$ cat src/rtl/mem_port_arbiter_pkg.sv
// Shared types and encodings for the memory port arbiter.
// The access-size and read/write encodings match those used by decode.
package mem_arb_pkg;

  typedef enum logic [1:0] {
    IDLE,
    ISSUE,
    WAIT_RD,
    RESP
  } arb_state_t;

  typedef enum logic {
    OWNER_IF,
    OWNER_D
  } arb_owner_t;

  localparam logic [1:0] MEM_SIZE_B = 2'd0;
  localparam logic [1:0] MEM_SIZE_H = 2'd1;
  localparam logic [1:0] MEM_SIZE_W = 2'd2;

  localparam logic MEM_READ  = 1'b1;
  localparam logic MEM_WRITE = 1'b0;

  // Size code 3 has no meaning, so it is always reported as an error.
  function automatic logic is_misaligned(input logic [31:0] addr, input logic [1:0] size);
    logic bad;
    case (size)
      MEM_SIZE_B: bad = 1'b0;
      MEM_SIZE_H: bad = addr[0];
      MEM_SIZE_W: bad = (addr[1:0] != 2'b00);
      default:    bad = 1'b1;
    endcase
    return bad;
  endfunction

endpackage

$ cat src/rtl/mem_port_arbiter_if.sv
// Requester, memory and status signals of the shared memory port.
// master is the arbiter's view; slave is the requesters and memory.
interface mem_port_arbiter_if;

  logic        if_req;
  logic [31:0] if_addr;
  logic        if_done;
  logic        if_err;
  logic [31:0] if_rdata;

  logic        d_req;
  logic        d_r_w;
  logic [31:0] d_addr;
  logic [31:0] d_wdata;
  logic [1:0]  d_size;
  logic        d_done;
  logic        d_err;
  logic [31:0] d_rdata;

  logic        m_req;
  logic        m_r_w;
  logic [31:0] m_addr;
  logic [31:0] m_wdata;
  logic [1:0]  m_size;
  logic        m_ready;
  logic        m_rvalid;
  logic [31:0] m_rdata;

  logic        busy;

  modport master (
    input  if_req, if_addr, d_req, d_r_w, d_addr, d_wdata, d_size,
    input  m_ready, m_rvalid, m_rdata,
    output if_done, if_err, if_rdata, d_done, d_err, d_rdata,
    output m_req, m_r_w, m_addr, m_wdata, m_size, busy
  );

  modport slave (
    output if_req, if_addr, d_req, d_r_w, d_addr, d_wdata, d_size,
    output m_ready, m_rvalid, m_rdata,
    input  if_done, if_err, if_rdata, d_done, d_err, d_rdata,
    input  m_req, m_r_w, m_addr, m_wdata, m_size, busy
  );

endinterface

$ cat src/rtl/mem_port_arbiter_watchdog.sv
// Transaction watchdog: counts while enabled and flags the cycle in which
// the count would reach TIMEOUT_CYCLES. A limit of 0 never expires.
module mem_watchdog #(
  parameter int TIMEOUT_CYCLES = 255,
  parameter int WIDTH          = 8
) (
  input  logic clock,
  input  logic reset,
  input  logic clear,
  input  logic enable,
  output logic expired
);

  logic [WIDTH-1:0] count;
  logic [WIDTH:0]   count_inc;

  assign count_inc = {1'b0, count} + (WIDTH+1)'(1);
  assign expired   = enable && (TIMEOUT_CYCLES != 0) &&
                     (count_inc == (WIDTH+1)'(TIMEOUT_CYCLES));

  always_ff @(posedge clock) begin
    if (reset || clear) begin
      count <= '0;
    end else if (enable) begin
      count <= count_inc[WIDTH-1:0];
    end
  end

endmodule

$ cat src/rtl/mem_port_arbiter.sv
// Shares one memory port between instruction fetch and data load/store.
// Data wins ties; misaligned accesses and hung transactions complete with err.
module mem_port_arbiter
  import mem_arb_pkg::*;
#(
  parameter int TIMEOUT_CYCLES = 255
) (
  input logic                clock,
  input logic                reset,
  mem_port_arbiter_if.master bus
);

  localparam int WD_WIDTH = (TIMEOUT_CYCLES > 255) ? $clog2(TIMEOUT_CYCLES + 1) : 8;

  arb_state_t  state, state_n;
  arb_owner_t  owner, owner_n;
  logic        m_req, m_req_n, m_r_w, m_r_w_n;
  logic [31:0] m_addr, m_addr_n, m_wdata, m_wdata_n;
  logic [1:0]  m_size, m_size_n;
  logic        if_done, if_done_n, if_err, if_err_n;
  logic        d_done, d_done_n, d_err, d_err_n;
  logic [31:0] if_rdata, if_rdata_n, d_rdata, d_rdata_n;
  logic        busy;
  logic        fin, fin_err, fin_load;
  logic [31:0] fin_data;
  logic        wd_clear, wd_enable, wd_expired;

  assign wd_enable = (state == ISSUE) || (state == WAIT_RD);

  mem_watchdog #(
    .TIMEOUT_CYCLES(TIMEOUT_CYCLES),
    .WIDTH         (WD_WIDTH)
  ) u_watchdog (
    .clock  (clock),
    .reset  (reset),
    .clear  (wd_clear),
    .enable (wd_enable),
    .expired(wd_expired)
  );

  always_ff @(posedge clock) begin
    if (reset) begin
      state    <= IDLE;
      owner    <= OWNER_IF;
      m_req    <= 1'b0;
      m_r_w    <= MEM_READ;
      m_addr   <= '0;
      m_wdata  <= '0;
      m_size   <= MEM_SIZE_B;
      if_done  <= 1'b0;
      if_err   <= 1'b0;
      if_rdata <= '0;
      d_done   <= 1'b0;
      d_err    <= 1'b0;
      d_rdata  <= '0;
      busy     <= 1'b0;
    end else begin
      state    <= state_n;
      owner    <= owner_n;
      m_req    <= m_req_n;
      m_r_w    <= m_r_w_n;
      m_addr   <= m_addr_n;
      m_wdata  <= m_wdata_n;
      m_size   <= m_size_n;
      if_done  <= if_done_n;
      if_err   <= if_err_n;
      if_rdata <= if_rdata_n;
      d_done   <= d_done_n;
      d_err    <= d_err_n;
      d_rdata  <= d_rdata_n;
      busy     <= (state_n != IDLE);
    end
  end

  // Every path into RESP raises fin; the owner's done/err/rdata are routed after the case.
  always_comb begin
    state_n    = state;
    owner_n    = owner;
    m_req_n    = m_req;
    m_r_w_n    = m_r_w;
    m_addr_n   = m_addr;
    m_wdata_n  = m_wdata;
    m_size_n   = m_size;
    if_done_n  = 1'b0;
    if_err_n   = 1'b0;
    d_done_n   = 1'b0;
    d_err_n    = 1'b0;
    if_rdata_n = if_rdata;
    d_rdata_n  = d_rdata;
    fin        = 1'b0;
    fin_err    = 1'b0;
    fin_load   = 1'b0;
    fin_data   = '0;
    wd_clear   = 1'b0;

    case (state)
      IDLE: begin
        if (bus.d_req) begin
          wd_clear  = 1'b1;
          owner_n   = OWNER_D;
          m_r_w_n   = bus.d_r_w;
          m_addr_n  = bus.d_addr;
          m_wdata_n = bus.d_wdata;
          m_size_n  = bus.d_size;
          if (is_misaligned(bus.d_addr, bus.d_size)) begin
            state_n = RESP;
            fin     = 1'b1;
            fin_err = 1'b1;
          end else begin
            state_n = ISSUE;
            m_req_n = 1'b1;
          end
        end else if (bus.if_req) begin
          wd_clear = 1'b1;
          owner_n  = OWNER_IF;
          m_r_w_n  = MEM_READ;
          m_addr_n = bus.if_addr;
          m_size_n = MEM_SIZE_W;
          if (is_misaligned(bus.if_addr, MEM_SIZE_W)) begin
            state_n = RESP;
            fin     = 1'b1;
            fin_err = 1'b1;
          end else begin
            state_n = ISSUE;
            m_req_n = 1'b1;
          end
        end
      end
      ISSUE: begin
        if (bus.m_ready) begin
          m_req_n = 1'b0;
          if (m_r_w == MEM_WRITE) begin
            state_n = RESP;
            fin     = 1'b1;
          end else if (bus.m_rvalid) begin
            state_n  = RESP;
            fin      = 1'b1;
            fin_load = 1'b1;
            fin_data = bus.m_rdata;
          end else begin
            state_n = WAIT_RD;
          end
        end else if (wd_expired) begin
          m_req_n  = 1'b0;
          state_n  = RESP;
          fin      = 1'b1;
          fin_err  = 1'b1;
          fin_load = 1'b1;
        end
      end
      WAIT_RD: begin
        if (bus.m_rvalid) begin
          state_n  = RESP;
          fin      = 1'b1;
          fin_load = 1'b1;
          fin_data = bus.m_rdata;
        end else if (wd_expired) begin
          state_n  = RESP;
          fin      = 1'b1;
          fin_err  = 1'b1;
          fin_load = 1'b1;
        end
      end
      RESP: begin
        state_n = IDLE;
      end
      default: begin
        state_n = IDLE;
        m_req_n = 1'b0;
      end
    endcase

    if (fin) begin
      if (owner_n == OWNER_D) begin
        d_done_n = 1'b1;
        d_err_n  = fin_err;
        if (fin_load) d_rdata_n = fin_data;
      end else begin
        if_done_n = 1'b1;
        if_err_n  = fin_err;
        if (fin_load) if_rdata_n = fin_data;
      end
    end
  end

  assign bus.m_req    = m_req;
  assign bus.m_r_w    = m_r_w;
  assign bus.m_addr   = m_addr;
  assign bus.m_wdata  = m_wdata;
  assign bus.m_size   = m_size;
  assign bus.if_done  = if_done;
  assign bus.if_err   = if_err;
  assign bus.if_rdata = if_rdata;
  assign bus.d_done   = d_done;
  assign bus.d_err    = d_err;
  assign bus.d_rdata  = d_rdata;
  assign bus.busy     = busy;

endmodule

$ cat src/flat_wrapper.sv
// flat-port wrapper written by rule: the top's interface ports become plain ports
module mem_port_arbiter_flat import mem_arb_pkg::*;
#(
  parameter int TIMEOUT_CYCLES = 255
)
  (clock, reset, bus_if_req, bus_if_addr, bus_d_req, bus_d_r_w, bus_d_addr, bus_d_wdata, bus_d_size, bus_m_ready, bus_m_rvalid, bus_m_rdata, bus_if_done, bus_if_err, bus_if_rdata, bus_d_done, bus_d_err, bus_d_rdata, bus_m_req, bus_m_r_w, bus_m_addr, bus_m_wdata, bus_m_size, bus_busy);
  mem_port_arbiter_if bus_i ();
  input logic clock;
  input logic reset;
  input wire logic [$bits(bus_i.if_req)-1:0] bus_if_req;
  input wire logic [$bits(bus_i.if_addr)-1:0] bus_if_addr;
  input wire logic [$bits(bus_i.d_req)-1:0] bus_d_req;
  input wire logic [$bits(bus_i.d_r_w)-1:0] bus_d_r_w;
  input wire logic [$bits(bus_i.d_addr)-1:0] bus_d_addr;
  input wire logic [$bits(bus_i.d_wdata)-1:0] bus_d_wdata;
  input wire logic [$bits(bus_i.d_size)-1:0] bus_d_size;
  input wire logic [$bits(bus_i.m_ready)-1:0] bus_m_ready;
  input wire logic [$bits(bus_i.m_rvalid)-1:0] bus_m_rvalid;
  input wire logic [$bits(bus_i.m_rdata)-1:0] bus_m_rdata;
  output wire logic [$bits(bus_i.if_done)-1:0] bus_if_done;
  output wire logic [$bits(bus_i.if_err)-1:0] bus_if_err;
  output wire logic [$bits(bus_i.if_rdata)-1:0] bus_if_rdata;
  output wire logic [$bits(bus_i.d_done)-1:0] bus_d_done;
  output wire logic [$bits(bus_i.d_err)-1:0] bus_d_err;
  output wire logic [$bits(bus_i.d_rdata)-1:0] bus_d_rdata;
  output wire logic [$bits(bus_i.m_req)-1:0] bus_m_req;
  output wire logic [$bits(bus_i.m_r_w)-1:0] bus_m_r_w;
  output wire logic [$bits(bus_i.m_addr)-1:0] bus_m_addr;
  output wire logic [$bits(bus_i.m_wdata)-1:0] bus_m_wdata;
  output wire logic [$bits(bus_i.m_size)-1:0] bus_m_size;
  output wire logic [$bits(bus_i.busy)-1:0] bus_busy;
  assign bus_i.if_req = bus_if_req;
  assign bus_i.if_addr = bus_if_addr;
  assign bus_i.d_req = bus_d_req;
  assign bus_i.d_r_w = bus_d_r_w;
  assign bus_i.d_addr = bus_d_addr;
  assign bus_i.d_wdata = bus_d_wdata;
  assign bus_i.d_size = bus_d_size;
  assign bus_i.m_ready = bus_m_ready;
  assign bus_i.m_rvalid = bus_m_rvalid;
  assign bus_i.m_rdata = bus_m_rdata;
  assign bus_if_done = bus_i.if_done;
  assign bus_if_err = bus_i.if_err;
  assign bus_if_rdata = bus_i.if_rdata;
  assign bus_d_done = bus_i.d_done;
  assign bus_d_err = bus_i.d_err;
  assign bus_d_rdata = bus_i.d_rdata;
  assign bus_m_req = bus_i.m_req;
  assign bus_m_r_w = bus_i.m_r_w;
  assign bus_m_addr = bus_i.m_addr;
  assign bus_m_wdata = bus_i.m_wdata;
  assign bus_m_size = bus_i.m_size;
  assign bus_busy = bus_i.busy;
  mem_port_arbiter #(.TIMEOUT_CYCLES(TIMEOUT_CYCLES)) u_core (.clock(clock), .reset(reset), .bus(bus_i));
endmodule
$ cat config.mk
export PLATFORM = sky130hd
export DESIGN_NAME = mem_port_arbiter_flat
export DESIGN_NICKNAME = d
export VERILOG_FILES = /design/src/rtl/mem_port_arbiter_pkg.sv /design/src/rtl/mem_port_arbiter_if.sv /design/src/rtl/mem_port_arbiter_watchdog.sv /design/src/rtl/mem_port_arbiter.sv /design/src/flat_wrapper.sv
export SDC_FILE = /design/constraint.sdc
export NUM_CORES = 1
export LEC_CHECK = 0
export CAP_MARGIN = 20
export CORE_ASPECT_RATIO = 0.9
export CORE_MARGIN = 2
export CORE_UTILIZATION = 42
export DETAILED_ROUTE_END_ITERATION = 10
export PLACE_DENSITY = 0.82
export SLEW_MARGIN = 10
export SYNTH_ARGS = -nofsm -noshare
export SYNTH_HDL_FRONTEND = slang
export SYNTH_SLANG_ARGS = --single-unit
$ cat constraint.sdc
create_clock -name clock -period 2.95 [get_ports clock]
set_input_delay 0.4425 -clock clock [delete_from_list [all_inputs] [get_ports clock]]
set_output_delay 0.4425 -clock clock [all_outputs]
set_load 0.005 [all_outputs]
Word level (Yosys, flattened, before mapping)
Index checks and enable logic that the tools add are counted.

storage, ports and cells
  bits in registers = 148
  bits of input ports = 137
  output and inout bits = 137
  logic and storage cells = 103

operators by class
  $add $sub $neg = 1
  eq/ne operators = 10
  multiplexer cells = 57
  bitwise operators = 2
  reductions and logical operators = 18

operators with widths
  kind                   number
  $mux W32               5
  $pmux W32 S2           1
  $mux W1                35
  $mux W2                10
  $ne A3 B3 Y1 const B   4
  $reduce_bool A2 Y1     5
  $add A8 B1 Y9 const B  1
  $eq A9 B8 Y1 const B   1
  $pmux W1 S3            3
  $pmux W2 S4            1
  $eq A2 B2 Y1 const B   3
  $reduce_and A3 Y1      2
  $reduce_or A3 Y1       2
  $reduce_and A5 Y1      1
  $eq A2 B1 Y1 const B   2
  $logic_not A2 Y1       2
  $pmux W1 S2            2
  $reduce_and A2 Y1      2
  $logic_or A1 B1 Y1     2
  $not A1 Y1             2
  $reduce_or A2 Y1       1
  $logic_and A1 B1 Y1    1

Depth between registers and ports, before layout
Gate-level depths: netlist of the first run.

  word-level depth = 10
  gate-level depth with buffers = 10
  mapped depth without buffers = 8

Modules after synthesis
From an unflattened synthesis of the first run, not the netlist that was laid out.

second synthesis, totals
  cells, all modules = 656
  area, all modules = 6204.7 um^2

modules (own cells, without submodules)
  module            times used  cells an instance  area an instance (um^2)  seq. area each (um^2)
  mem_port_arbiter  1           607                5784.3                   2802.7
  mem_watchdog      1           49                 420.4                    160.2

Worst setup path before layout of the first run
No wires, ideal clock.

  path kind = reg2reg
  start point = reg u_core.state[0]
  end point = reg u_core.d_rdata[10], in the netlist u_core.bus.d_rdata[10]
  arrival time = 2292 ps
  setup slack = 587 ps
  cell stages (with the launch flop) = 11
  cell sequence = dfxtp_1 -> inv_1 -> ha_1 -> buf_6 -> and4_2 -> and3_2 -> a32oi_4 -> o32ai_2 -> nor2_4 -> buf_12 -> mux2i_1

between the ends
  longest elaborated chain between the ends = 7
  elaborated cells between the ends (all ways) = 14
  classes of those cells = eq/ne (2); mux (8); reduce/logical (4)

RTL lines
  what                                          line                                              text
  start, declared                               mem_port_arbiter.sv:15                            arb_state_t state, state_n;
  start signal, assigned                        mem_port_arbiter.sv:58                            state <= state_n;
  $eq A2 B1 Y1 or $eq A2 B2 Y1 (tied branches)  mem_port_arbiter.sv:28                            assign wd_enable = (state == ISSUE) || (state == WAIT_RD);
  $logic_or A1 B1 Y1 (*)                        mem_port_arbiter.sv:28
  via u_core.u_watchdog.enable                  mem_port_arbiter_watchdog.sv:10                   input logic enable,
  $logic_and A1 B1 Y1 (*)                       mem_port_arbiter_watchdog.sv:18                   assign expired = enable && (TIMEOUT_CYCLES != 0) &&
  $mux W1 (*)                                   mem_port_arbiter.sv:143, mem_port_arbiter.sv:157
  $mux W1 (on tied branches)                    mem_port_arbiter.sv:152, mem_port_arbiter.sv:130
  $pmux W1 S3 or $pmux W1 S2 (tied branches)    mem_port_arbiter.sv:96                            case (state)
  $reduce_and A3 Y1 (no source line) (*)        -
  end signal, assigned                          mem_port_arbiter.sv:70                            d_rdata <= d_rdata_n;
  end, declared                                 mem_port_arbiter.sv:22                            logic [31:0] if_rdata, if_rdata_n, d_rdata, d_rdata_n;

Mark *: on every way through the listed nets, which the timed path passes. The rest lies on a longest branch.
A chain may end at the register's enable or synchronous reset.

Final worst setup path of the first run
  start point = reg u_core.state[0]
  end point = reg u_core.d_rdata[9], in the netlist u_core.bus.d_rdata[9]

Same word-level chain as after synthesis.

==> results of run 1 <==
-- state kept, by name, summed over array words and instances (netlist names) --
register                 cells
u_core.bus.d_rdata          32
u_core.bus.if_rdata         32
u_core.bus.m_addr           32
u_core.bus.m_wdata          32
u_core.u_watchdog.count      8
u_core.bus.m_size            2
u_core.state                 2
u_core.bus.busy              1
u_core.bus.d_done            1
u_core.bus.d_err             1
u_core.bus.if_done           1
u_core.bus.if_err            1
u_core.bus.m_r_w             1
u_core.bus.m_req             1
u_core.owner                 1
-- synth_stat cells, drive strengths merged (3+ instances only) --
library cell | n | area, um2
dfxtp | 148 | 2960
nand2 | 139 | 522
mux2i | 97 | 971
nor2 | 53 | 216
a21oi | 37 | 189
nand3 | 36 | 180
a211oi | 33 | 248
clkbuf | 32 | 210
buf | 11 | 155
inv | 8 | 30.0
ha | 6 | 75.1
xor2 | 5 | 43.8
o21ai | 4 | 23.8
a31oi | 3 | 18.8
and3 | 3 | 21.3
dlygate4sd3 | 3 | 30.0
o311a | 3 | 30.0
o32ai | 3 | 41.3
or3 | 3 | 21.3
xnor2 | 3 | 26.3
-- layer usage --
metal  global-route usage [%]  share of wire [%]  vias up
met5                        0                  0        -
met4                     8.58                2.6        0
met3                     8.68                8.8       24
met2                     39.4                 50      213
met1                     24.5                 38     2589
li1                         -                  -     2822
-- worst max-delay path, cell delays in order (launching register included) --
cell and delay, ns:
dfxtp_1 0.41, inv_1 0.10, ha_1 0.35, and4_2 0.22, and3_2 0.23, a32oi_4 0.27
o32ai_2 0.17, nor2_4 0.15, buf_12 0.25, mux2i_1 0.22
-- report_power, final --
group          switching, mW  internal (mW)  total (mW)
combinational          0.985           1.04        2.02
sequential             0.158           2.29        2.44
clock                  0.824           1.29        2.11
total                   1.97           4.61        6.58
-- through the flow --
stage / worst slack, ns / utilization (%) / std cells / area, um2 / hold WS, ns
floorplan: 0.587 / - / 663 / 6310 / 0.453
global placement: 0.520 / 61.2 / 1099 / 9000 / 0.442
detailed placement: 0.453 / 61.2 / 1099 / 9000 / 0.446
CTS: 0.481 / 65.1 / 1130 / 9580 / 0.305
global route: 0.322 / 65.2 / 1131 / 9590 / 0.319
finish: 0.486 / 65.2 / 1131 / 9590 / 0.318
-- final cells by class --
class                      count  area, um2  share of cell area [%]
multi-input combinational    460       2920                    30.5
timing repair buffer         285       2840                    29.6
clock buffer                  20        457                    4.76
inverter                       8       30.0                   0.313
clock inverter                11        126                    1.32
tap                          198        248                    2.58
antenna                        1       2.50                  0.0261
sequential                   148       2960                    30.9
-- kinds of logic after synthesis --
group | count (synthesis) | share of synthesized area (%)
mux | 97 | 15.4
flops | 148 | 46.9
compound gates | 100 | 11.6
simple gates | 249 | 16.9
xor+xnor | 8 | 1.11
buf+inv | 55 | 6.88
fa+ha+maj | 6 | 1.19
-- final timing paths --
kind | from | end | slack, ns
worst min register to register | u_core.bus.m_wdata[29]$_SDFFE_PP0P_ | u_core.bus.m_wdata[29]$_SDFFE_PP0P_ | 0.45
worst max register to register | u_core.state[0]$_SDFF_PP0_ | u_core.bus.d_rdata[9]$_SDFFE_PP0P_ | 0.49
worst min-delay path | reset | u_core.bus.m_r_w$_SDFFE_PP1P_ | 0.32
worst max-delay path | u_core.state[0]$_SDFF_PP0_ | u_core.bus.d_rdata[9]$_SDFFE_PP0P_ | 0.49
-- cells in the final DEF, fill, tap and decap left out, types with 4 or more instances in the layout --
| cell type | count |
|---|---|
| dfxtp_1 | 148 |
| inv_1 | 7 |
| clkinvlp_4 | 4 |
| ha_1 | 6 |
| nand3_1 | 36 |
| nor2_1 | 50 |
| a211oi_1 | 33 |
| clkbuf_16 | 17 |
| buf_4 | 10 |
| a21oi_1 | 36 |
| mux2i_1 | 97 |
| clkdlybuf4s50_1 | 271 |
| nand2_1 | 139 |
| xor2_1 | 5 |
==> results_dict.tcl, run 1 <==
set metrics [dict create \
    status "finished, final reports clean" \
    dr_total_vias 5648 \
    grt_usage_pct 22.4 \
    ys_ff_latch 148 \
    syn-num-nets 806 \
    io_buffer_count 273 \
    crit_arrival_ns 2.80 \
    critPathLaunchType "register" \
    die_x_um 133 \
    finalSetupViolations 0 \
    cp-end-kind "register" \
    worstPathRequired_ns 3.28 \
    fp.dieArea_um2 16000 \
    vias_per_cell 4.99 \
    grt_max_degree 97 \
    cts_resized 0 \
    clock_path_buffers 2 \
    die_h_um 120 \
    synth_area_um2 6310 \
    power.total_mw 6.58 \
    drtIter0Drc 331 \
    wirelength_mm 17.8 \
    fill_cells 1248 \
    drc_errors 0 \
    syn_avg_cell_area_um2 9.52 \
    reg2reg_depth 9 \
    final.setup.tns_ns 0 \
    fmax_mhz 406 \
    finalCritPeriodShare_pct 83.5 \
    gp_congestion 0.849 \
    drtPass1Iterations 4 \
    power_leakage_nw 3.96 \
    start_util_pct 42.9 \
    grt-ovfl-total 0 \
    hold_path.class "in2reg" \
    maxCapViolations 0 \
    post-dp-hpwl_mm 13.1 \
    synth-edff-count 0 \
    peakVddDrop_mv 0.449 \
    grt_pass1_vias 5586 \
    clock_skew_ns 0.00945 \
    clock_latency_ns 0.41 \
    drv_slew 0 \
    wl_per_cell_um 15.7 \
    core-area_um2 14700 \
    power_density_nw_per_um2 686 \
    rows 42 \
    ant_nets 0 \
    area.growth.synth_to_final_pct 51.9 \
    root_buffer "clkbuf_16" \
    period_minus_slack_ns 2.46 \
    cts_buffers 17 \
    yosys_warnings 0 \
    worstSetupPathType "reg2reg" \
    min_path_cells 3 \
    async_flop_share_pct 0 \
    tightest_slew_ns 0.921 \
    postCtsSetupBuffers 0 \
    final_nets 1063 \
    boundaryPins 274 \
    syn_inst 663 \
    maxSlewHeadroom_pct 38.6 \
    rsz0062_at_grt "no" \
    htree_levels 4 \
    hold_buffers 0 \
    tritoncts "yes" \
    antenna_found_initial 1 \
    clk_pin_slew_worst_paths_ns 0.06 \
    grt_pass1_wl_mm 28.4 \
    synth_ff_type "dfxtp_1" \
    yosysSeqAreaShare_pct 46.9 \
    final_hold_viol_count 0 \
    layout-drive-gt1-share_pct 7.19 \
    synth_cell_type_count 58 \
    clock-sinks 148 \
    worst-path-max-fanout 32 \
]
Power figures use the tool's default switching activity.
==> run 2: changes to the inputs <==
--- a/config.mk
+++ b/config.mk
@@ -8,9 +8,9 @@
 export CAP_MARGIN = 20
 export CORE_ASPECT_RATIO = 0.9
 export CORE_MARGIN = 2
-export CORE_UTILIZATION = 42
+export CORE_UTILIZATION = 38
 export DETAILED_ROUTE_END_ITERATION = 10
-export PLACE_DENSITY = 0.82
+export PLACE_DENSITY = 0.78
 export SLEW_MARGIN = 10
 export SYNTH_ARGS = -nofsm -noshare
 export SYNTH_HDL_FRONTEND = slang
==> constraint.sdc (replaced) <==
create_clock -name clock -period 2.15 [get_ports clock]
set_input_delay 0.3225 -clock clock [delete_from_list [all_inputs] [get_ports clock]]
set_output_delay 0.3225 -clock clock [all_outputs]
set_load 0.005 [all_outputs]
==> run 2 against run 1 <==
  * Clock power is 46% higher
  * Critical path depth rose by 2
  * Non-clock buffer count is 38 higher
  * Fmax rose by 15%
  * Register-to-register slack worse by 0.48 ns
  * Die area up 10%
  * Combinational power rose by 57%
  * Worst hold slack worse by 0.11 ns
==> results_dict.tcl, run 2 (same netlist as run 1, synthesis figures left out) <==
set metrics [dict create \
    wirelength_mm 18.4 \
    final_nets 1101 \
    drtPass1Iterations 5 \
    hold_buffers 0 \
    hold_path.class "in2reg" \
    antenna_cells 0 \
    power_density_nw_per_um2 953 \
    fp.dieArea_um2 17700 \
    htree_levels 4 \
    final_cell_mix "271 x clkdlybuf4s50_1, 144 x dfxtp_1, 139 x nand2_1" \
    grt_max_degree 51 \
    clock_latency_ns 0.42 \
    fill_cells 1361 \
    clock_path_buffers 2 \
    grt_pass1_wl_mm 29.7 \
    start_util_pct 39.0 \
    tightest_slew_ns 0.575 \
    drv_slew 0 \
    crit_arrival_ns 2.44 \
    drc_errors 0 \
    gp_congestion 0.796 \
    die_h_um 126 \
    critPathLaunchType "register" \
    reg2reg_depth 11 \
    multi_input_area_um2 2980 \
    rsz0062_at_grt "yes" \
    tritoncts "yes" \
    fmax_mhz 467 \
    status "finished, final reports clean" \
    crit_slowest_cell "dfxtp_4" \
    io_buffer_count 273 \
    wl_met2_mm 8.99 \
    root_buffer "clkbuf_16" \
    wl_per_cell_um 15.6 \
    finalSetupViolations 0 \
    finalCritPeriodShare_pct 99.7 \
    grt_usage_pct 20.9 \
    grt-ovfl-total 0 \
    peakVddDrop_mv 0.664 \
    drtIter0Drc 232 \
    placed_cell_area_um2 9360 \
    grt_pass1_vias 5784 \
    antenna_found_initial 0 \
    clock-sinks 148 \
    die_x_um 140 \
    dr_total_vias 5806 \
    post-dp-hpwl_mm 13.3 \
    power_leakage_nw 4.27 \
    cts_buffers 17 \
    path_cells "inv_4, ha_4, and4_4, and3_4, a32oi_4, buf_12, o41ai_4, nor2_4, buf_6, clkbuf_16, mux2i_1" \
    timing.rr.start "u_core.state[0]$_SDFF_PP0_" \
    worstSetupPathType "reg2reg" \
    worst-path-max-fanout 6 \
    final_hold_viol_count 0 \
    core-area_um2 16200 \
    wl_met1_mm 7.68 \
    ant_nets 0 \
    dr_wl_met3_mm 1.55 \
    period_minus_slack_ns 2.14 \
    cp-end-kind "register" \
    final_common_cell "clkdlybuf4s50_1" \
    stdcell_area_um2 10100 \
    maxCapViolations 0 \
    layout-drive-gt1-share_pct 11.9 \
    ff_latch_area_um2 2970 \
    whs_ns 0.209 \
    min_path_cells 2 \
    area.growth.synth_to_final_pct 59.9 \
    rows 44 \
    vias_per_cell 4.93 \
    min-delay-start "reset" \
    worstPathRequired_ns 2.45 \
    clock_skew_ns 0.00982 \
    cp_slowest_stage_delay_ns 0.37 \
    maxSlewHeadroom_pct 61.5 \
    dr.max_layer_used "met4" \
    boundaryPins 274 \
    clk_pin_slew_worst_paths_ns 0.06 \
    crit_start "u_core.state[0]$_SDFF_PP0_" \
]
-- run 2: through the flow --
step	std cells	total power, mW	TNS (ns)	setup slack, ns	utilization, %
final	1178	9.62	0	0.00656	62.4
after global routing	1178	10.2	-1.30	-0.0765	62.4
after CTS	1176	9.67	-0.0527	-0.0126	62.2
after detailed placement	1139	6.48	-3.13	-0.114	57.8
after global placement	1139	6.44	-2.30	-0.0764	57.8
after floorplan	663	4.95	-0.989	-0.0195	-
-- run 2: worst max-delay path: cells and delay by family (launching register included) --
| kind | cells | cell delay (ns) |
|---|---|---|
| AOI/OAI and AO/OA | 2 | 0.31 |
| adders and majority gates | 1 | 0.28 |
| buffers and inverters | 4 | 0.50 |
| DFF | 1 | 0.37 |
| muxes | 1 | 0.11 |
| and+or+nand+nor | 3 | 0.45 |
-- run 2: metal layers --
metal	vias to the layer above	global-route usage, %
met5	-	0
met4	0	5.35
met3	16	7.79
met2	206	35.5
met1	2694	25.0
li1	2890	-
-- run 2: final cells by class --
class	instances	share of cell area, %
Inverter	8	0.347
Timing Repair Buffer	323	32.0
Clock buffer	19	4.39
Sequential cell	148	29.5
Tap cell	207	2.57
Multi-Input combinational cell	460	29.6
Clock inverter	13	1.72
-- run 2: worst paths after layout --
kind	end	slack (ns)
max reg2reg	u_core.bus.d_rdata[9]$_SDFFE_PP0P_	0.007
min reg2reg	u_core.bus.m_wdata[16]$_SDFFE_PP0P_	0.45
max	u_core.bus.d_rdata[9]$_SDFFE_PP0P_	0.007
min	u_core.bus.m_req$_SDFFE_PP0P_	0.21
-- run 2: timing repair --
| action | in CTS | in global routing |
|---|---|---|
| setup buffers | 4 | 2 |
| setup endpoints to repair | 29 | 64 |
| pin swaps | 1 | 1 |
| resized for setup | 11 | 3 |
| hold endpoints to repair | 0 | 0 |
| cloned | 1 | 1 |
-- run 2: power breakdown --
group | internal, mW | switching, mW | total, mW
Combinational | 1.72 | 1.45 | 3.17
Clock | 1.88 | 1.21 | 3.09
Sequential | 3.15 | 0.215 | 3.36
